<file path="src/rtl/boot_sequencer_if.sv">
// ioctl download bus from data_io together with the ROM write port toward the arcade core.
// master = data_io/core side, slave = boot_sequencer.
interface boot_sequencer_if;
    logic        ioctl_downl;
    logic [7:0]  ioctl_index;
    logic        ioctl_wr;
    logic [24:0] ioctl_addr;
    logic [7:0]  ioctl_dout;
    logic [15:0] dn_addr;
    logic [7:0]  dn_data;
    logic        dn_wr;

    modport master (
        output ioctl_downl, ioctl_index, ioctl_wr, ioctl_addr, ioctl_dout,
        input  dn_addr, dn_data, dn_wr
    );

    modport slave (
        input  ioctl_downl, ioctl_index, ioctl_wr, ioctl_addr, ioctl_dout,
        output dn_addr, dn_data, dn_wr
    );
endinterface

</file>
<file path="src/rtl/boot_sequencer.sv">
// Boot sequencer: routes ioctl downloads to the ROM loader / DIP defaults and sequences core reset.
// Optional macro BOOT_CHECKSUM_EN: a full-length image must also sum to EXPECTED_SUM.
module boot_sequencer #(
    parameter int unsigned ROM_BYTES    = 49152,
    parameter int unsigned HOLD_PULSES  = 16,
    parameter logic [31:0] DIP_DEFAULT  = 32'hFFFF_FFFF,
    parameter logic [15:0] EXPECTED_SUM = 16'h0000
) (
    input  logic            clk_sys,
    input  logic            reset,
    input  logic            ce_6m,
    input  logic            user_reset,
    boot_sequencer_if.slave io,
    output logic [31:0]     dip_defaults,
    output logic            core_reset,
    output logic            rom_loaded,
    output logic            boot_error,
    output logic            busy,
    output logic [15:0]     checksum
);
    localparam int unsigned       HOLD_W    = (HOLD_PULSES > 1) ? $clog2(HOLD_PULSES) : 1;
    localparam logic [HOLD_W-1:0] HOLD_LAST = HOLD_W'(HOLD_PULSES - 1);
    localparam logic [24:0]       ROM_LIMIT = 25'(ROM_BYTES);
    localparam logic [16:0]       CNT_MIN   = 17'(ROM_BYTES);
    localparam logic [16:0]       CNT_MAX   = 17'h1FFFF;

    typedef enum logic [2:0] {
        ST_NOROM   = 3'd0,
        ST_LOADING = 3'd1,
        ST_HOLD    = 3'd2,
        ST_RUN     = 3'd3,
        ST_ERROR   = 3'd4
    } state_t;

    state_t            state_r;
    state_t            state_nxt_s;
    logic [7:0]        index_r;
    logic [16:0]       byte_cnt_r;
    logic [HOLD_W-1:0] hold_cnt_r;
    logic              hold_clr_s;
    logic              hold_inc_s;
    logic              loading_s;
    logic              start_s;
    logic              start0_s;
    logic              leave0_s;
    logic              wr0_s;
    logic              wr1_s;
    logic              len_ok_s;
    logic              sum_ok_s;

    assign loading_s = (state_r == ST_LOADING);
    assign start_s   = io.ioctl_downl && !loading_s;
    assign start0_s  = start_s && (io.ioctl_index == 8'd0);
    // Inside LOADING the strobe only ever drops once, so a low downl here is the falling edge.
    assign leave0_s  = loading_s && !io.ioctl_downl && (index_r == 8'd0);
    assign wr0_s     = loading_s && io.ioctl_wr && (index_r == 8'd0) && (io.ioctl_addr < ROM_LIMIT);
    assign wr1_s     = loading_s && io.ioctl_wr && (index_r == 8'd1) && (io.ioctl_addr < 25'd4);
    assign len_ok_s  = (byte_cnt_r >= CNT_MIN);

    // State register.
    always_ff @(posedge clk_sys) begin
        if (reset) begin
            state_r <= ST_NOROM;
        end else begin
            state_r <= state_nxt_s;
        end
    end

    // Next-state and hold-counter control; a new download overrides every state.
    always_comb begin
        state_nxt_s = state_r;
        hold_clr_s  = 1'b0;
        hold_inc_s  = 1'b0;
        if (start_s) begin
            state_nxt_s = ST_LOADING;
        end else begin
            case (state_r)
                ST_LOADING: begin
                    if (!io.ioctl_downl) begin
                        hold_clr_s = 1'b1;
                        if (index_r == 8'd0) begin
                            if (len_ok_s && sum_ok_s) begin
                                state_nxt_s = ST_HOLD;
                            end else begin
                                state_nxt_s = ST_ERROR;
                            end
                        end else if (rom_loaded) begin
                            state_nxt_s = ST_HOLD;
                        end else if (boot_error) begin
                            state_nxt_s = ST_ERROR;
                        end else begin
                            state_nxt_s = ST_NOROM;
                        end
                    end else begin
                        state_nxt_s = ST_LOADING;
                    end
                end
                ST_HOLD: begin
                    if (user_reset) begin
                        hold_clr_s = 1'b1;
                    end else if (ce_6m && (hold_cnt_r == HOLD_LAST)) begin
                        state_nxt_s = ST_RUN;
                        hold_clr_s  = 1'b1;
                    end else if (ce_6m) begin
                        hold_inc_s = 1'b1;
                    end else begin
                        hold_inc_s = 1'b0;
                    end
                end
                ST_RUN: begin
                    if (user_reset) begin
                        state_nxt_s = ST_HOLD;
                        hold_clr_s  = 1'b1;
                    end else begin
                        state_nxt_s = ST_RUN;
                    end
                end
                default: begin
                    state_nxt_s = state_r;
                end
            endcase
        end
    end

    // Hold counter: ce_6m pulses seen while core reset is being held.
    always_ff @(posedge clk_sys) begin
        if (reset) begin
            hold_cnt_r <= '0;
        end else if (hold_clr_s) begin
            hold_cnt_r <= '0;
        end else if (hold_inc_s) begin
            hold_cnt_r <= hold_cnt_r + 1'b1;
        end
    end

    // Status outputs, byte counter and latched download index.
    always_ff @(posedge clk_sys) begin
        if (reset) begin
            core_reset <= 1'b1;
            busy       <= 1'b0;
            rom_loaded <= 1'b0;
            boot_error <= 1'b0;
            index_r    <= 8'd0;
            byte_cnt_r <= 17'd0;
        end else begin
            core_reset <= (state_nxt_s != ST_RUN);
            busy       <= (state_nxt_s == ST_LOADING) || (state_nxt_s == ST_HOLD);
            if (start_s) begin
                index_r <= io.ioctl_index;
            end
            if (start0_s) begin
                byte_cnt_r <= 17'd0;
                rom_loaded <= 1'b0;
            end else if (leave0_s) begin
                rom_loaded <= len_ok_s && sum_ok_s;
                boot_error <= !(len_ok_s && sum_ok_s);
            end else if (wr0_s && (byte_cnt_r != CNT_MAX)) begin
                byte_cnt_r <= byte_cnt_r + 17'd1;
            end
        end
    end

    // ROM loader port: accepted index-0 bytes forwarded one cycle later.
    always_ff @(posedge clk_sys) begin
        if (reset) begin
            io.dn_wr   <= 1'b0;
            io.dn_addr <= 16'd0;
            io.dn_data <= 8'd0;
        end else begin
            io.dn_wr <= wr0_s;
            if (wr0_s) begin
                io.dn_addr <= io.ioctl_addr[15:0];
                io.dn_data <= io.ioctl_dout;
            end
        end
    end

    // DIP defaults: index-1 bytes 0..3, byte 0 in the low bits.
    always_ff @(posedge clk_sys) begin
        if (reset) begin
            dip_defaults <= DIP_DEFAULT;
        end else if (wr1_s) begin
            case (io.ioctl_addr[1:0])
                2'd0:    dip_defaults[7:0]   <= io.ioctl_dout;
                2'd1:    dip_defaults[15:8]  <= io.ioctl_dout;
                2'd2:    dip_defaults[23:16] <= io.ioctl_dout;
                2'd3:    dip_defaults[31:24] <= io.ioctl_dout;
                default: dip_defaults        <= dip_defaults;
            endcase
        end
    end

`ifdef BOOT_CHECKSUM_EN
    logic [15:0] sum_r;

    // Running byte sum of accepted index-0 bytes, modulo 2^16.
    always_ff @(posedge clk_sys) begin
        if (reset) begin
            sum_r <= 16'd0;
        end else if (start0_s) begin
            sum_r <= 16'd0;
        end else if (wr0_s) begin
            sum_r <= sum_r + {8'd0, io.ioctl_dout};
        end
    end

    assign sum_ok_s = (sum_r == EXPECTED_SUM);
    assign checksum = sum_r;
`else
    logic [15:0] unused_expected_sum_s;

    assign unused_expected_sum_s = EXPECTED_SUM;
    assign sum_ok_s = 1'b1;
    assign checksum = 16'd0;
`endif
endmodule

</file>
<file path="src/flat_wrapper.sv">
// flat-port wrapper written by rule: the top's interface ports become plain ports
module boot_sequencer_flat 
#(
    parameter int unsigned ROM_BYTES    = 49152,
    parameter int unsigned HOLD_PULSES  = 16,
    parameter logic [31:0] DIP_DEFAULT  = 32'hFFFF_FFFF,
    parameter logic [15:0] EXPECTED_SUM = 16'h0000
)
  (clk_sys, reset, ce_6m, user_reset, dip_defaults, core_reset, rom_loaded, boot_error, busy, checksum, io_ioctl_downl, io_ioctl_index, io_ioctl_wr, io_ioctl_addr, io_ioctl_dout, io_dn_addr, io_dn_data, io_dn_wr);
  boot_sequencer_if io_i ();
  input  logic clk_sys;
  input  logic reset;
  input  logic ce_6m;
  input  logic user_reset;
  output logic [31:0] dip_defaults;
  output logic core_reset;
  output logic rom_loaded;
  output logic boot_error;
  output logic busy;
  output logic [15:0] checksum;
  input wire logic [$bits(io_i.ioctl_downl)-1:0] io_ioctl_downl;
  input wire logic [$bits(io_i.ioctl_index)-1:0] io_ioctl_index;
  input wire logic [$bits(io_i.ioctl_wr)-1:0] io_ioctl_wr;
  input wire logic [$bits(io_i.ioctl_addr)-1:0] io_ioctl_addr;
  input wire logic [$bits(io_i.ioctl_dout)-1:0] io_ioctl_dout;
  output wire logic [$bits(io_i.dn_addr)-1:0] io_dn_addr;
  output wire logic [$bits(io_i.dn_data)-1:0] io_dn_data;
  output wire logic [$bits(io_i.dn_wr)-1:0] io_dn_wr;
  assign io_i.ioctl_downl = io_ioctl_downl;
  assign io_i.ioctl_index = io_ioctl_index;
  assign io_i.ioctl_wr = io_ioctl_wr;
  assign io_i.ioctl_addr = io_ioctl_addr;
  assign io_i.ioctl_dout = io_ioctl_dout;
  assign io_dn_addr = io_i.dn_addr;
  assign io_dn_data = io_i.dn_data;
  assign io_dn_wr = io_i.dn_wr;
  boot_sequencer #(.ROM_BYTES(ROM_BYTES), .HOLD_PULSES(HOLD_PULSES), .DIP_DEFAULT(DIP_DEFAULT), .EXPECTED_SUM(EXPECTED_SUM)) u_core (.clk_sys(clk_sys), .reset(reset), .ce_6m(ce_6m), .user_reset(user_reset), .io(io_i), .dip_defaults(dip_defaults), .core_reset(core_reset), .rom_loaded(rom_loaded), .boot_error(boot_error), .busy(busy), .checksum(checksum));
endmodule
</file>
<file path="config.mk">
export PLATFORM = sky130hd
export DESIGN_NAME = boot_sequencer_flat
export DESIGN_NICKNAME = d
export VERILOG_FILES = /design/src/rtl/boot_sequencer_if.sv /design/src/rtl/boot_sequencer.sv /design/src/flat_wrapper.sv
export SDC_FILE = /design/constraint.sdc
export NUM_CORES = 1
export LEC_CHECK = 0
export CAP_MARGIN = 15
export CORE_ASPECT_RATIO = 0.75
export CORE_MARGIN = 4
export CORE_UTILIZATION = 43
export CTS_CLUSTER_SIZE = 24
export DETAILED_ROUTE_END_ITERATION = 10
export PLACE_DENSITY_LB_ADDON = 0.25
export SLEW_MARGIN = 10
export SYNTH_ARGS = -nofsm -noshare
export SYNTH_HDL_FRONTEND = slang
export SYNTH_SLANG_ARGS = --single-unit
</file>
<file path="constraint.sdc">
create_clock -name clk_sys -period 2.1 [get_ports clk_sys]
set_input_delay 0.63 -clock clk_sys [delete_from_list [all_inputs] [get_ports clk_sys]]
set_output_delay 0.63 -clock clk_sys [all_outputs]
set_load 0.02 [all_outputs]
</file>
* Word level (Yosys, flattened, before mapping)
Cells that the tools add are included.
** Word-level totals
- Output and inout port bits :: 77
- Bits in registers :: 93
- Bits of input ports :: 47
- Logic and storage cells :: 81
** Operators by class
- Bitwise logic cells :: 2
- Reductions and logical operators :: 26
- Muxes and demuxes :: 21
- Add/sub/neg operators :: 2
- Eq/ne operators :: 12
- Order comparisons :: 3
** Operators with widths (count)
- $lt A25 B16 Y1 const B :: 1
- $lt A25 B3 Y1 const B :: 1
- $mux W3 :: 8
- $add A17 B1 Y17 const B :: 1
- $ge A17 B16 Y1 const B :: 1
- $ne A17 B17 Y1 const B :: 1
- $logic_not A8 Y1 :: 2
- $reduce_and A2 Y1 :: 6
- $logic_and A1 B1 Y1 :: 11
- $mux W1 :: 11
- $eq A3 B2 Y1 const B :: 3
- $pmux W3 S3 :: 1
- $eq A8 B1 Y1 const B :: 1
- $eq A3 B1 Y1 const B :: 2
- $add A4 B1 Y4 const B :: 1
- $eq A2 B2 Y1 const B :: 2
- $eq A4 B4 Y1 const B :: 1
- $reduce_or A2 Y1 :: 2
- $logic_not A1 Y1 :: 3
- $ne A3 B2 Y1 const B :: 1
- $pmux W1 S3 :: 1
- $eq A2 B1 Y1 const B :: 1
- $logic_not A2 Y1 :: 1
- $not A1 Y1 :: 2
- $logic_or A1 B1 Y1 :: 1

* Longest topological paths before layout
- Word-level depth :: 8
- Mapped depth :: 10
- Depth with buffers taken out :: 8

* Worst setup path before layout
Ideal clock, no wire load.
- Path type :: flip-flop to flip-flop
- From :: register u_core.byte_cnt_r[8]
- To :: register u_core.byte_cnt_r[10]
- Clock period less this slack :: 1987 ps
- Stages on the path, launching flop included :: 11
- Slack :: 113 ps
- Buffers on the path :: 2
- Arrival time :: 1916 ps
- Setup time :: 72 ps
- Data required time :: 2028 ps
- Path through :: dfxtp_1 and4_1 clkbuf_1 nand3_1 nor4_1 ha_1 a21oi_1 nand4_2 buf_2 nor4_1 mux2i_1
** Between the ends
- Cells in the longest elaborated chain, start to end :: 3
- Elaborated cells on any way between the ends :: 4
- Those cells by class :: add/sub (1); eq/ne (1); reduce/logical (2)
** Ends and longest elaborated chain
- from (decl) :: RTL line boot_sequencer.sv:38 : logic [16:0] byte_cnt_r;
- from (signal assigned) :: RTL line boot_sequencer.sv:158 : byte_cnt_r <= byte_cnt_r + 17'd1;
- parallel branches: the longest is 3 deep, another holds $add A17 B1 Y17
Parallel ways; which one is timed is not known.
A chain may end at the register's enable or synchronous reset.

* Final worst setup path
- From :: input io_ioctl_addr[23]
- To :: register u_core.byte_cnt_r[0]
** Between the ends
- Cells in the longest elaborated chain, start to end :: 4
** Ends and longest elaborated chain
- from (decl) :: RTL line flat_wrapper.sv:24 : input wire logic [$bits(io_i.ioctl_addr)-1:0] io_ioctl_addr;
- $lt A25 B16 Y1 :: RTL line boot_sequencer.sv:56 : assign wr0_s = loading_s && io.ioctl_wr && (index_r == 8'd0) && (io.ioctl_addr < ROM_LIMIT);
- $logic_and A1 B1 Y1 :: RTL line boot_sequencer.sv:56
- $logic_and A1 B1 Y1 :: RTL line boot_sequencer.sv:157 : end else if (wr0_s && (byte_cnt_r != CNT_MAX)) begin
- $reduce_and A2 Y1 (no source line)
No other way between the ends.

==> impl_metrics.csv <==
group,metric,value,unit
finish,drive_gt1_share,15.6,%
worst_hold_path,min_to,"u_core.byte_cnt_r[9]$_SDFFE_PP0P_",
floorplan,die_area,11700,sq um
power,p_per_area,632,nW/um^2
finish,layout.area.seq,1860,sq um
critical_path,startpoint,"io_ioctl_addr[23]",
placement,dp_hpwl,8800,microns
sta,timing.fmax,479,MHz
logic_synthesis,ys_seq_area_share,43.3,%
logic_synthesis,ys_warn_count,0,
logic_synthesis,synth_edf_count,0,
critical_path,r2r-end,"u_core.byte_cnt_r[13]$_SDFFE_PP0P_",
routing,drc,0,
finish,n_fill_cell,787,
clocking,clk-insertion-delay-late,0.34,ns
finish,multi_input_area,2280,sq um
logic_synthesis,netlist_area,4300,sq um
global_routing,grt.overflow.total,0,
routing,dr_total_vias,4096,
logic_synthesis,netlist_top_cells_count,"dfxtp_1, mux2i_1, nor2_1, a21oi_1, nand4_1",
routing,ant_nets,0,
clocking,cts_buffers,9,
floorplan,top_level_ports,124,
logic_synthesis,ys.flop_type,"dfxtp_1",
logic_synthesis,synth_top_area_share,43.3,%
placement,numPortBuffers,107,
floorplan,num_rows,31,
critical_path,path_class,"in -> reg",
power,ir_drop,0.000461,V
routing,avgRoutedWirePerCell,16.4,microns
critical_path,crit_required,2.32,ns
floorplan,fp.coreArea,9700,sq um
logic_synthesis,synth.ff_latch_count,93,
clocking,root_buffer,"clkbuf_16",
critical_path,ff2ff_path_depth,9,
global_routing,grt_pass1_vias,3839,
sta,finalCritPeriodShare,99.5,%
worst_hold_path,hold_class,"reg -> reg",
floorplan,start_util,44.4,%
clocking,cts_sinks,93,
sta,final_hold_viol_count,0,
critical_path,end_kind,"register",
power,p_leak,2.49,nW
floorplan,die_h,94.6,microns
sta,slew_violations,0,
finish,syn2layout_area_growth,44.0,%
sta,setup_viol,0,
global_routing,grt_start_max_net_pins,30,
routing,drtIter0Drc,325,
placement,gp_congestion,0.821,
logic_synthesis,yosysMostFrequentCell,"dfxtp_1",
critical_path,crit_arrival,2.31,ns
sta,relSlewSlack,60.3,%
routing,drtPass1Iterations,5,
logic_synthesis,syn_inst,484,
clocking,cts_buffer_depth,2,
critical_path,path_max_fanout,28,
sta,fin_ws,0.0110,ns
logic_synthesis,syn_area_per_cell,8.89,sq um
logic_synthesis,synth.area.top_cells,"dfxtp_1, mux2i_1, nor2_1",
job,maxCapViolCount,0,
worst_hold_path,hp-start,"u_core.byte_cnt_r[9]$_SDFFE_PP0P_",
sta,layout_min_cycle_time,2.09,ns
placement,dp_slack,-0.407,ns
power,totalPowerFinal,3.92,mW
critical_path,r2r_setup_slack,0.11,ns
clocking,clk_pin_slew,0.07,ns
finish,antenna_cells,0,
finish,fin_util,63.9,%
global_routing,antenna_found_initial,0,
clocking,cts_tree,"done",
logic_synthesis,synth_top_area_cell,"dfxtp_1",
finish,nets,669,
worst_hold_path,holdPathStages,2,
sta,worstMarginPinSlew,0.587,ns
logic_synthesis,synth_cell_types,44,
critical_path,start_kind,"primary input",
clocking,cts_max_level,3,
global_routing,grt_pass1_wl,19200,microns
clocking,ctsHoldBuffers,0,
global_routing,grt_usage,20.8,%
critical_path,r2r_start,"u_core.byte_cnt_r[0]$_SDFFE_PP0P_",
floorplan,die_w,124,microns
sta,skew,0.00442,ns
run_status,status,"completed",
routing,wirelength,12400,microns
routing,vias_per_cell,5.43,
logic_synthesis,synthArstFlopShare,0,%
## power breakdown
group,internal [mW],switching (mW)
Combinational,0.204,0.263
Clock,0.927,0.726
Sequential,1.78,0.0182
## area by class of cell
| cell class | count | share of cell area, % |
|---|---|---|
| Clock inverter | 7 | 1.23 |
| Multi-Input combinational cell | 346 | 36.8 |
| Timing Repair Buffer | 159 | 25.1 |
| Tap cell | 132 | 2.67 |
| Inverter | 9 | 0.545 |
| Clock buffer | 9 | 3.63 |
| Sequential cell | 93 | 30.0 |
## what timing repair did
action | 4_1_cts | 5_1_grt
resized for setup | 4 | 17
pin swaps | 1 | 4
endpoints found under the setup margin | 7 | 42
setup buffers | 0 | 6
gates cloned | 0 | 1
## cell usage in the layout, fill, tap and decap left out, drive strengths merged, types with 3 or more instances in the layout
| master | netlist | layout |
|---|---|---|
| a21oi | 31 | 31 |
| and3 | 3 | 3 |
| clkbuf | 22 | 9 |
| dfxtp | 93 | 93 |
| ha | 4 | 4 |
| xor2 | 3 | 3 |
| nand2b | 13 | 13 |
| or4 | 3 | 3 |
| nor2b | 7 | 7 |
| clkinv | 0 | 4 |
| nor3 | 9 | 9 |
| buf | 29 | 53 |
| inv | 9 | 9 |
| nand4 | 35 | 35 |
| nor2 | 56 | 56 |
| and4 | 5 | 5 |
| mux2i | 56 | 56 |
| conb | 1 | 16 |
| o21ai | 29 | 29 |
| dlymetal6s2s | 0 | 3 |
| nand3 | 16 | 16 |
| clkdlybuf4s50 | 0 | 103 |
| nand2 | 23 | 23 |
| nor4 | 17 | 17 |
| and2 | 3 | 3 |
## worst max-delay path by stage
stage | end | cells past startpoint
final | u_core.byte_cnt_r[0]$_SDFFE_PP0P_ | 7
after CTS | u_core.dip_defaults[2]$_SDFFE_PP1P_ | 6
after global routing | u_core.io.dn_data[2]$_SDFFE_PP0P_ | 7
after detailed placement | u_core.byte_cnt_r[10]$_SDFFE_PP0P_ | 6
after floorplan | u_core.byte_cnt_r[10]$_SDFFE_PP0P_ | 10
after global placement | u_core.byte_cnt_r[3]$_SDFFE_PP0P_ | 7
## layer usage
metal,track usage (%),vias to the layer above,wire length [microns]
met1,28.3,1956,5520
met3,6.59,25,1020
met4,6.73,0,230
met5,0,-,0
li1,-,1962,-
met2,31.5,153,5630
## sequential cells by signal, indices dropped and copies added, names as in the netlist, 3 cells and up
register             count
u_core.io.dn_addr       16
u_core.io.dn_data        8
u_core.byte_cnt_r       17
u_core.hold_cnt_r        4
u_core.index_r           8
u_core.state_r           3
u_core.dip_defaults     32
## worst max-delay path, stage by stage
cell,delay (ns)
clkdlybuf4s50_1,0.41
nor4_2,0.30
nand4_1,0.13
buf_4,0.22
buf_4,0.24
o21ai_0,0.26
a21oi_1,0.12
## cell families after synthesis
group | Yosys count | synth area share [%]
AND/OR/NAND/NOR | 196 | 25.3
flip-flops | 93 | 43.3
AO/OA/AOI/OAI | 71 | 9.42
buffers and inverters | 60 | 7.15
multiplexers | 56 | 13.0
adder cells (fa/ha/maj) | 4 | 1.16
XOR/XNOR | 3 | 0.611
other | 1 | 0.0872
## stage by stage
stage	cell area, sq um	hold slack (ns)	TNS [ns]	cells
floorplan	4360	0.438	0	499
global placement	5750	0.450	-21.26	732
finish	6200	0.468	0	755
detailed placement	5750	0.456	-24.11	732
global route	6200	0.506	-0.280	755
CTS	6070	0.468	0	748
Power figures use the tool's default switching activity.
